===== src/rtl/qos_mux_arbiter.sv =====
// Weighted round-robin mux from four class FIFOs into one downstream FIFO.
// Optional macro STRICT_PRIORITY_EN: VC0 preempts WRR without touching ptr/credit.
module qos_mux_arbiter #(
  parameter int unsigned W0 = 4,
  parameter int unsigned W1 = 3,
  parameter int unsigned W2 = 2,
  parameter int unsigned W3 = 1
) (
  input  logic        clk,
  input  logic        reset,
  input  logic [3:0]  empty_vc,
  input  logic [11:0] data_vc0,
  input  logic [11:0] data_vc1,
  input  logic [11:0] data_vc2,
  input  logic [11:0] data_vc3,
  input  logic        almost_full_out,
  output logic [3:0]  pop,
  output logic        push,
  output logic [11:0] data_out,
  output logic        idle
);

  logic [1:0]  ptr_q, ptr_d;
  logic [2:0]  credit_q, credit_d;
  logic        push_q, push_d;
  logic [11:0] data_q, data_d;

  logic        permit;
  logic        strict_hit;
  logic        grant_vld;
  logic [1:0]  grant_idx;
  logic        found;
  logic [1:0]  cand;
  logic [11:0] grant_data;

  function automatic logic [2:0] weight_of(input logic [1:0] idx);
    logic [2:0] w;
    unique case (idx)
      2'd0:    w = 3'(W0);
      2'd1:    w = 3'(W1);
      2'd2:    w = 3'(W2);
      default: w = 3'(W3);
    endcase
    return w;
  endfunction

  always_comb begin
    ptr_d      = ptr_q;
    credit_d   = credit_q;
    grant_vld  = 1'b0;
    grant_idx  = 2'd0;
    found      = 1'b0;
    cand       = 2'd0;
    permit     = reset && !almost_full_out && (empty_vc != 4'hF);
    strict_hit = 1'b0;
`ifdef STRICT_PRIORITY_EN
    strict_hit = !empty_vc[0];
`endif
    if (permit) begin
      grant_vld = 1'b1;
      if (strict_hit) begin
        grant_idx = 2'd0;
      end else if (!empty_vc[ptr_q] && credit_q != 3'd0) begin
        grant_idx = ptr_q;
        credit_d  = credit_q - 3'd1;
      end else begin
        // Scan ptr+1..ptr+3 then ptr itself, so a lone VC is re-granted without a bubble.
        for (int i = 1; i <= 4; i++) begin
          cand = ptr_q + 2'(i);
          if (!found && !empty_vc[cand]) begin
            found     = 1'b1;
            grant_idx = cand;
          end
        end
        ptr_d    = grant_idx;
        credit_d = weight_of(grant_idx) - 3'd1;
      end
    end
  end

  always_comb begin
    unique case (grant_idx)
      2'd0:    grant_data = data_vc0;
      2'd1:    grant_data = data_vc1;
      2'd2:    grant_data = data_vc2;
      default: grant_data = data_vc3;
    endcase
  end

  always_comb begin
    pop    = grant_vld ? (4'b0001 << grant_idx) : 4'b0000;
    push_d = grant_vld;
    data_d = grant_vld ? grant_data : data_q;
  end

  always_ff @(posedge clk) begin
    if (!reset) begin
      ptr_q    <= 2'd0;
      credit_q <= 3'(W0);
      push_q   <= 1'b0;
      data_q   <= 12'h000;
    end else begin
      ptr_q    <= ptr_d;
      credit_q <= credit_d;
      push_q   <= push_d;
      data_q   <= data_d;
    end
  end

  assign push     = push_q;
  assign data_out = data_q;
  assign idle     = (empty_vc == 4'hF) && !push_q;

endmodule


===== config.mk =====
export PLATFORM = sky130hd
export DESIGN_NAME = qos_mux_arbiter
export DESIGN_NICKNAME = d
export VERILOG_FILES = /design/src/rtl/qos_mux_arbiter.sv
export SDC_FILE = /design/constraint.sdc
export NUM_CORES = 1
export LEC_CHECK = 0
export ABC_AREA = 1
export CAP_MARGIN = 20
export CORE_ASPECT_RATIO = 1.4
export CORE_UTILIZATION = 42
export CTS_CLUSTER_DIAMETER = 60
export DETAILED_ROUTE_END_ITERATION = 6
export PLACE_DENSITY = 0.81
export SLEW_MARGIN = 30
export SYNTH_ARGS = -nofsm -noshare
export SYNTH_HDL_FRONTEND = slang
export SYNTH_SLANG_ARGS = --single-unit
export TNS_END_PERCENT = 5

===== constraint.sdc =====
create_clock -name clk -period 3.1 [get_ports clk]
set_clock_uncertainty 0.1 [all_clocks]
set_input_delay 0.775 -clock clk [delete_from_list [all_inputs] [get_ports clk]]
set_output_delay 0.775 -clock clk [all_outputs]
set_load 0.01 [all_outputs]

==> results_dict.tcl, run 1 <==
set metrics [dict create \
    status "finished, final reports clean" \
    p_clk_share_pct 20.1 \
    critPathMaxFanout 5 \
    arrival_ps 2180 \
    cts_made_buffers 3 \
    syn2layout_area_growth_pct 52.2 \
    layout_setup_ws_ps 43.2 \
    num-nets-final 399 \
    synth_edf_count 0 \
    dieWidth_um 54.6 \
    synth_top_area_share_pct 22.2 \
    postSynthCellCount 262 \
    critical_path_class "in -> out" \
    synth_async_sr_flop_share_pct 0 \
    maxCapViolCount 0 \
    cts_sinks 18 \
    slowest_stage "clkdlybuf4s15_2" \
    clk_latency_ps 250 \
    drive_gt1_share_pct 19.9 \
    slowest_delay_ps 210 \
    slew_headroom_pct 60.5 \
    sw_frac_of_total_pct 38.4 \
    antenna_found_initial 0 \
    routedWlPerCell_um 12.3 \
    worstSetupEndpointType "primary output" \
    globalplace.congestion 0.859 \
    synthMostInstantiatedCell "nand2_1" \
    cts_tree "yes" \
    fp.coreArea_um2 3680 \
    avgSynthCellArea_um2 6.20 \
    syn_nets 319 \
    hold_viol_final 0 \
    route.detailed.drc 0 \
    min_path_type "reg -> reg" \
    num-fill-cells 331 \
    grt_overflow_total 0 \
    ys_seq_elements 18 \
    synthDistinctLibCells 25 \
    setup.worst_path.start_class "primary input" \
    vdd_drop_max_mv 0.275 \
    n_antenna_cell 0 \
    grt.total_usage_pct 22.8 \
    vias_per_cell 5.25 \
    grt_max_degree 37 \
    htreeDepth 1 \
    critPathTopFamily "simple AND/OR/NAND/NOR gates" \
    placedCellCount 374 \
    drtAntennaViolNets 0 \
    syn_area_um2 1620 \
    yosysTopAreaCell "dfxtp_1" \
    path_buf_inv 4 \
    drt_first_pass_iters 4 \
    synth_warnings 0 \
    period_share_pct 98.6 \
    worstMarginPinSlew_ps 591 \
    power_w 0.000972 \
    p_sw_w 0.000373 \
    p_int_w 0.000599 \
    final_core_utilization_pct 67.3 \
    combinationalPowerShare_pct 52.1 \
    row_count 26 \
    clk_pin_slew_worst_paths_ps 70 \
    io_buffers 72 \
    slew_viol_final 0 \
    ctsRootBufferMaster "clkbuf_8" \
    post-place-ws_ps -632 \
    cp_cell_sequence "clkdlybuf4s15_2, inv_2, nand2_1, nand2_2, nand2_1, nand2_2, nor2_2, nand3_1, nand3_1, nand2_2, buf_4, nor2_2, buf_2" \
    ys_top_cells_by_count "nand2_1 (82), nand3_1 (35), inv_1 (21), dfxtp_1 (18), nand4_1 (13)" \
    ioPinCount 73 \
    grt_pass1_wl_um 7050 \
    dieArea_um2 4120 \
    fin_crit_ps 3060 \
    synth_area_leaders "dfxtp_1 (22%), nand2_1 (19%), nand3_1 (11%)" \
    setup_viol 0 \
    cp.required_ps 2220 \
    start_util_pct 44.2 \
    routed-via-count 2012 \
    rsz0062_at_grt "true" \
    postRouteWirelength_um 4730 \
    hpwl_um 3500 \
    synth-main-ff-cell "dfxtp_1" \
    fmax_mhz 327 \
    power.density_nw_per_um2 393 \
    clockBufferDepth 2 \
    cp_common_cell "nand2_2" \
    dr.first_iter.drc_count 52 \
    p_leak_nw 1.13 \
    seq_area_frac_synth_pct 22.2 \
    setup_tns_ps 0 \
    fin_cells 383 \
    power_frac_seq_pct 27.8 \
    die_h_um 75.6 \
    grt_pass1_vias 1782 \
]
routing by layer:
layer / GRT usage (%) / wire length [um] / vias to the layer above
met1: 22.7 / 1860 / 912
met2: 45.3 / 2540 / 74
met3: 2.79 / 249 / 8
met4: 9.12 / 82 / 0
li1: - / - / 1018
met5: 0 / 0 / -
final timing paths:
kind | start | to | slack (ps) | cells after the start
worst min-delay path | data_out[6]$_SDFFE_PN0P_ | data_out[6]$_SDFFE_PN0P_ | 380 | 2
worst min register to register | data_out[6]$_SDFFE_PN0P_ | data_out[6]$_SDFFE_PN0P_ | 380 | 2
worst max-delay path | empty_vc[0] | pop[2] | 40 | 13
worst max register to register | ptr_q[1]$_SDFFE_PN0P_ | data_out[9]$_SDFFE_PN0P_ | 500 | 17
layout make-up:
class / count / area (um^2) / share of cell area (%)
clock buffers: 4 / 55.1 / 2.23
inverters: 26 / 97.6 / 3.95
multi-input cells: 200 / 1050 / 42.5
flip-flops and latches: 18 / 360 / 14.6
well taps: 42 / 52.6 / 2.13
repair buffers: 93 / 857 / 34.7
cell families (layout without fill, tap and decap cells):
family	count (synthesis)	in the layout	share of synthesized area, %
buffers and inverters	44	123	14.9
muxes	2	2	1.23
DFF	18	18	22.2
AOI/OAI and AO/OA	33	33	11.6
adders and majority gates	2	2	1.54
and+or+nand+nor	162	162	48.0
xor gates and xnor gates	1	1	0.539
through the flow:
step	hold slack [ps]	area, um^2
final	377	2470
after global routing	405	2470
after CTS	379	2460
after detailed placement	367	2370
after global placement	357	2370
after floorplan	375	1620
repair_timing:
| action | 4_1_cts | 5_1_grt |
|---|---|---|
| endpoints found under the setup margin | 5 | 4 |
| pin swaps | 3 | 3 |
| hold buffers | 0 | 0 |
| setup buffers | 2 | 3 |
| resized for setup | 22 | 13 |
| hold endpoints to repair | 0 | 0 |
power by group through the flow:
stage          Clock, W  Sequential (W)  Combinational, W
2_1_floorplan         0        0.000275          0.000346
3_3_place_gp          0        0.000275          0.000476
3_5_place_dp          0        0.000275          0.000481
4_1_cts        0.000196        0.000270          0.000493
5_1_grt        0.000202        0.000273          0.000556
6_report       0.000195        0.000270          0.000507
sequential cells by signal (all words and copies together) (netlist names):
name,cells
data_out,12
push,1
credit_q,3
ptr_q,2
worst min-delay path, stage by stage (launching register included):
cell,delay [ps]
dfxtp_1,310
nand2_1,60
a21oi_1,60
cells in the final DEF, fill, tap and decap left out:
master | Yosys | routed
clkdlybuf4s50_1 | 0 | 64
nor3_1 | 1 | 1
o21ai_0 | 12 | 12
nand2_4 | 0 | 1
inv_1 | 21 | 19
nand3b_1 | 12 | 12
nor2_2 | 1 | 3
a21oi_1 | 11 | 10
clkbuf_2 | 0 | 4
xnor2_1 | 1 | 1
buf_4 | 4 | 21
mux2i_1 | 2 | 2
inv_2 | 5 | 7
nand2_2 | 10 | 13
nand2_1 | 82 | 78
nand4_1 | 13 | 13
nand3_1 | 35 | 34
buf_2 | 2 | 1
dfxtp_1 | 18 | 18
ha_1 | 2 | 2
a21oi_2 | 6 | 7
clkbuf_8 | 0 | 4
clkdlybuf4s15_2 | 0 | 3
nor2_4 | 2 | 2
nor2_1 | 5 | 3
o21ai_1 | 4 | 4
nand3_2 | 1 | 2
Note: power is estimated with default switching activity, not from simulation.
==> run 2, diff against run 1 <==
PLACE_DENSITY = 0.85   (was 0.81)
==> run 2 against run 1 <==
  * The run now ends with setup timing left
  * Cell count is 2.1% higher
  * Sequential cell count stayed put
  * Sequential share of layout area shrank 0.73 points
  * Combinational power is 16% higher
  * Critical path depth is 10 higher
  * Global-route usage increased by 3.4 points
  * Critical path type is now in -> reg
==> results_dict.tcl, run 2 (same netlist as run 1, synthesis figures left out) <==
set metrics [dict create \
    r2r_cells 21 \
    fmax_mhz 321 \
    syn2layout_area_growth_pct 60.9 \
    path_buf_inv 9 \
    io_buffers 72 \
    fin_crit_ps 3120 \
    cts_tree "yes" \
    slew_viol_final 0 \
    htreeDepth 1 \
    multiInputGateArea_um2 1140 \
    seq_area_um2 362 \
    routedWlPerCell_um 13.5 \
    ioPinCount 73 \
    power_w 0.00105 \
    clockBufferDepth 2 \
    m1WireLength_um 1950 \
    r2r-start "ptr_q[0]$_SDFFE_PN0P_" \
    final_cell_mix "nand2_1 (69), clkdlybuf4s50_1 (63), nand3_1 (32)" \
    met3_length_um 192 \
    dieArea_um2 4120 \
    min_path_type "reg -> reg" \
    endpoint "credit_q[2]$_SDFFE_PN1P_" \
    slowest_delay_ps 220 \
    crit_cells 23 \
    slowest_stage "ha_2" \
    rsz0062_at_grt "true" \
    arrival_ps 3230 \
    routed-via-count 2093 \
    clk_pin_slew_worst_paths_ps 70 \
    fin_cells 391 \
    postRouteWirelength_um 5270 \
    critPathTopFamily "buffers and inverters" \
    die_h_um 75.6 \
    vias_per_cell 5.35 \
    rrSetupSlack_ps 60 \
    dieWidth_um 54.6 \
    cp_cell_sequence "buf_4, inv_2, nand2_2, nand2_2, nand2_2, nand2_2, nor2_4, nand2_2, nand2_2, buf_4, buf_4, buf_4, buf_4, buf_4, buf_4, buf_4, nand2_4, ha_4, mux2i_1, ha_2, xnor2_2, nand2_1, nand2_1" \
    route.met2.wl_um 2960 \
    worstMarginPinSlew_ps 554 \
    setup_tns_ps -29.6 \
    setup.worst_path.start_class "primary input" \
    grt.total_usage_pct 26.2 \
    slew_headroom_pct 63.1 \
    num-fill-cells 302 \
    routed.top_layer "met4" \
    hold_buffers 0 \
    worstSetupEndpointType "flop" \
    num-nets-final 407 \
    cp.required_ps 3210 \
    drive_gt1_share_pct 26.4 \
    grt_pass1_wl_um 7860 \
    crit_path_start "empty_vc[1]" \
    start_util_pct 44.2 \
    clk_latency_ps 260 \
    status "complete, but fails checks" \
    period_share_pct 101 \
    critical_path_class "in -> reg" \
    power.density_nw_per_um2 404 \
    grt_pass1_vias 1941 \
    cp_common_cell "buf_4" \
    fp.coreArea_um2 3680 \
    hpwl_um 3550 \
    antenna_found_initial 0 \
    setup_viol 2 \
    row_count 26 \
    r2r_end "credit_q[2]$_SDFFE_PN1P_" \
    p_leak_nw 1.18 \
    placedCellCount 376 \
    route.detailed.drc 0 \
    failed_checks "setup timing" \
    final_common_cell "nand2_1" \
    maxCapViolCount 0 \
    ctsRootBufferMaster "clkbuf_8" \
    cts_made_buffers 3 \
    vdd_drop_max_mv 0.265 \
    critPathMaxFanout 4 \
    dr.first_iter.drc_count 51 \
    layout_setup_ws_ps -17.9 \
    globalplace.congestion 0.871 \
    hold_viol_final 0 \
    grt_overflow_total 0 \
    n_antenna_cell 0 \
    grt_max_degree 34 \
    drt_first_pass_iters 4 \
    drtAntennaViolNets 0 \
    cts_sinks 18 \
    hold_slack_ps 369 \
    largest_register_ffs 12 \
]
run 2: changes by cell type in the layout (fill, tap and decap cells not counted), sizes merged:
cell           delta
buf              +13
clkbuf            -2
clkdlybuf4s15     -3
clkdlybuf4s50     -1
dlygate4sd2       +1
run 2: worst reg2reg max path: stages (launching register included):
cell	delay, ps
dfxtp_2	410
inv_4	100
nand2_1	70
nand2_1	120
nand2_1	110
nand2_2	110
a21oi_4	160
nand2_2	70
buf_4	130
buf_4	120
buf_4	120
buf_4	130
buf_4	130
buf_4	120
buf_4	130
nand2_4	70
ha_4	190
mux2i_1	150
ha_2	220
xnor2_2	110
nand2_1	60
nand2_1	50
run 2: timing repair:
| item | CTS | global route |
|---|---|---|
| setup endpoints to repair | 4 | 6 |
| buffers inserted | 11 | 0 |
| pin swaps | 5 | 11 |
| resized for setup | 27 | 39 |
run 2: layer usage:
metal / GRT usage [%] / vias to the layer above
met5: 0 / -
met4: 17.9 / 0
met3: 3.99 / 12
met2: 49.9 / 77
met1: 24.3 / 972
li1: - / 1032
run 2: cell type report:
class                      count  area share (%)
clock buffer                   4            2.11
inverter                      26            3.83
multi-input combinational    200            43.8
sequential                    18            13.8
tap                           42            2.01
timing repair buffer         101            34.4
run 2: stage by stage:
step	util (%)	worst slack (ps)	instance area, um^2
2_1_floorplan	-	321	1620
3_3_place_gp	65.0	-619	2390
3_5_place_dp	65.0	-626	2390
4_1_cts	69.2	9.14	2540
5_1_grt	71.1	-85.6	2610
6_report	71.1	-17.9	2610
run 2: worst min-delay path by stage:
| stage | start | to | slack, ps | cells after the start |
|---|---|---|---|---|
| after floorplan | credit_q[0]$_SDFFE_PN0P_ | credit_q[0]$_SDFFE_PN0P_ | 370 | 2 |
| after global placement | data_out[5]$_SDFFE_PN0P_ | data_out[5]$_SDFFE_PN0P_ | 360 | 2 |
| after detailed placement | data_out[6]$_SDFFE_PN0P_ | data_out[6]$_SDFFE_PN0P_ | 360 | 2 |
| after CTS | data_out[10]$_SDFFE_PN0P_ | data_out[10]$_SDFFE_PN0P_ | 370 | 2 |
| after global routing | data_out[5]$_SDFFE_PN0P_ | data_out[5]$_SDFFE_PN0P_ | 400 | 2 |
| final | data_out[10]$_SDFFE_PN0P_ | data_out[10]$_SDFFE_PN0P_ | 370 | 2 |
run 2: power by group:
part | switching, W | internal (W)
Clock | 0.0000818 | 0.000113
Combinational | 0.000321 | 0.000268
Sequential | 0.0000168 | 0.000254
==> run 3, diff against run 2 <==
CORE_UTILIZATION = 50   (was 42)
DONT_BUFFER_PORTS = 1   (was default)
MAX_ROUTING_LAYER = met4   (was default)
PLACE_DENSITY = 0.69   (was 0.85)
TNS_END_PERCENT = default   (was 5)
==> run 3 against run 2 <==
  * The flow now finishes without violations
  * Sequential cell count unchanged
  * Critical path depth decreased by 12
  * Critical endpoint is now pop[1]
  * Critical path type is now reg -> out
  * Wire length decreased by 29%
  * Highest routed layer unchanged
  * Non-clock buffer count decreased by 95
  * Combinational power decreased by 40%
  * Clock power decreased by 4%
==> results_dict.tcl, run 3 (same netlist as run 1, synthesis figures left out) <==
set metrics [dict create \
    cts_sinks 18 \
    cp.required_ps 2220 \
    largest_register_ffs 12 \
    hold_viol_final 0 \
    status "finished, final reports clean" \
    critPathMaxFanout 11 \
    htreeDepth 1 \
    p_leak_nw 0.769 \
    grt_overflow_total 0 \
    min_path_type "reg -> reg" \
    clockBufferDepth 2 \
    power.density_nw_per_um2 502 \
    routedWlPerCell_um 12.8 \
    final_cell_mix "nand2_1 (82), nand3_1 (35), inv_1 (21)" \
    io_buffers 0 \
    cp_cell_sequence "inv_2, nand2_1, nand2_2, nand2_1, nand2_1, nand3_1, nand3_1, nand3_2, nand2_2, nand2_2, nor2_1" \
    arrival_ps 1930 \
    fin_crit_ps 2810 \
    slew_headroom_pct 63.1 \
    drt_first_pass_iters 4 \
    num-nets-final 312 \
    drtAntennaViolNets 0 \
    slew_viol_final 0 \
    hold_start "data_out[3]$_SDFFE_PN0P_" \
    dieArea_um2 3480 \
    antenna_found_initial 0 \
    num-fill-cells 342 \
    dr.first_iter.drc_count 56 \
    postRouteWirelength_um 3760 \
    vias_per_cell 5.48 \
    rsz0062_at_grt "false" \
    slowest_delay_ps 360 \
    die_h_um 69.4 \
    hpwl_um 2860 \
    setup_viol 0 \
    globalplace.congestion 0.910 \
    worstMarginPinSlew_ps 552 \
    r2r-start "ptr_q[0]$_SDFFE_PN0P_" \
    routed-via-count 1607 \
    hold_buffers 0 \
    setup.worst_path.start_class "flop" \
    grt.total_usage_pct 23.2 \
    clk_pin_slew_worst_paths_ps 70 \
    grt_max_degree 37 \
    maxCapViolCount 0 \
    fp.coreArea_um2 3090 \
    power_w 0.000820 \
    worstSetupEndpointType "primary output" \
    grt_pass1_vias 1486 \
    start_util_pct 52.5 \
    cts_tree "yes" \
    crit_path_start "ptr_q[0]$_SDFFE_PN0P_" \
    route.detailed.drc 0 \
    cts_made_buffers 3 \
    final_common_cell "nand2_1" \
    critical_path_class "reg -> out" \
    syn2layout_area_growth_pct 0.693 \
    stdcell_area_um2 1640 \
    vdd_drop_max_mv 0.230 \
    row_count 24 \
    fmax_mhz 356 \
    dpl_cell_area_um2 1580 \
    multiInputGateArea_um2 1030 \
    drive_gt1_share_pct 15.4 \
    grt_pass1_wl_um 6290 \
    n_antenna_cell 0 \
    hold_slack_ps 415 \
    period_share_pct 90.5 \
    slowest_stage "dfxtp_2" \
    clk_latency_ps 250 \
    setup_tns_ps 0 \
    dieWidth_um 50.2 \
    ioPinCount 73 \
    seq_area_um2 363 \
    ctsRootBufferMaster "clkbuf_8" \
]
run 3: cell types whose count changed in the layout (fill, tap and decap cells not counted), moves of 3 or more:
cell,delta
nand3_1,+3
inv_1,+3
buf_2,-5
nand2_1,+13
nand2_4,-5
nor2_2,+3
clkdlybuf4s50_1,-63
nand2_2,-8
buf_4,-24
nand3_2,-3
run 3: metal layers:
layer	wire length, um	GRT usage, %
met1	1570	26.1
met2	1880	40.3
met3	278	3.51
met4	24	8.25
met5	0	-
run 3: critical path: cells and delay by family (launching register included):
kind,cells,cell delay (ps)
buffers and inverters,1,170
flip-flops,1,360
AND/OR/NAND/NOR,10,1140
run 3: worst paths after layout:
kind | end | slack [ps] | depth (start not counted)
setup reg to reg | data_out[6]$_SDFFE_PN0P_ | 840 | 14
hold / removal | data_out[3]$_SDFFE_PN0P_ | 420 | 2
setup / recovery | pop[1] | 290 | 11
hold reg to reg | data_out[3]$_SDFFE_PN0P_ | 420 | 2
run 3: where the power goes:
part	internal (W)	total, W	switching [W]
Combinational	0.000124	0.000353	0.000229
Clock	0.000113	0.000188	0.0000749
Sequential	0.000254	0.000279	0.0000255
run 3: stage by stage:
stage / worst slack (ps) / instances / utilization [%]
finish: 294 / 293 / 52.9
global route: 127 / 293 / 52.9
CTS: 210 / 293 / 52.7
detailed placement: 353 / 289 / 50.9
global placement: 353 / 289 / 50.9
floorplan: 321 / 262 / -
run 3: what timing repair did:
| action | 4_1_cts | 5_1_grt |
|---|---|---|
| setup buffers | 0 | 0 |
| setup endpoints to repair | 0 | 1 |
| gates resized for setup | 0 | 3 |
run 3: area by class of cell:
type / count / share of cell area [%]
inverter: 26 / 5.97
timing repair buffer: 6 / 2.75
clock buffer: 4 / 3.37
tap: 39 / 2.98
sequential: 18 / 22.2
multi-input combinational: 200 / 62.7
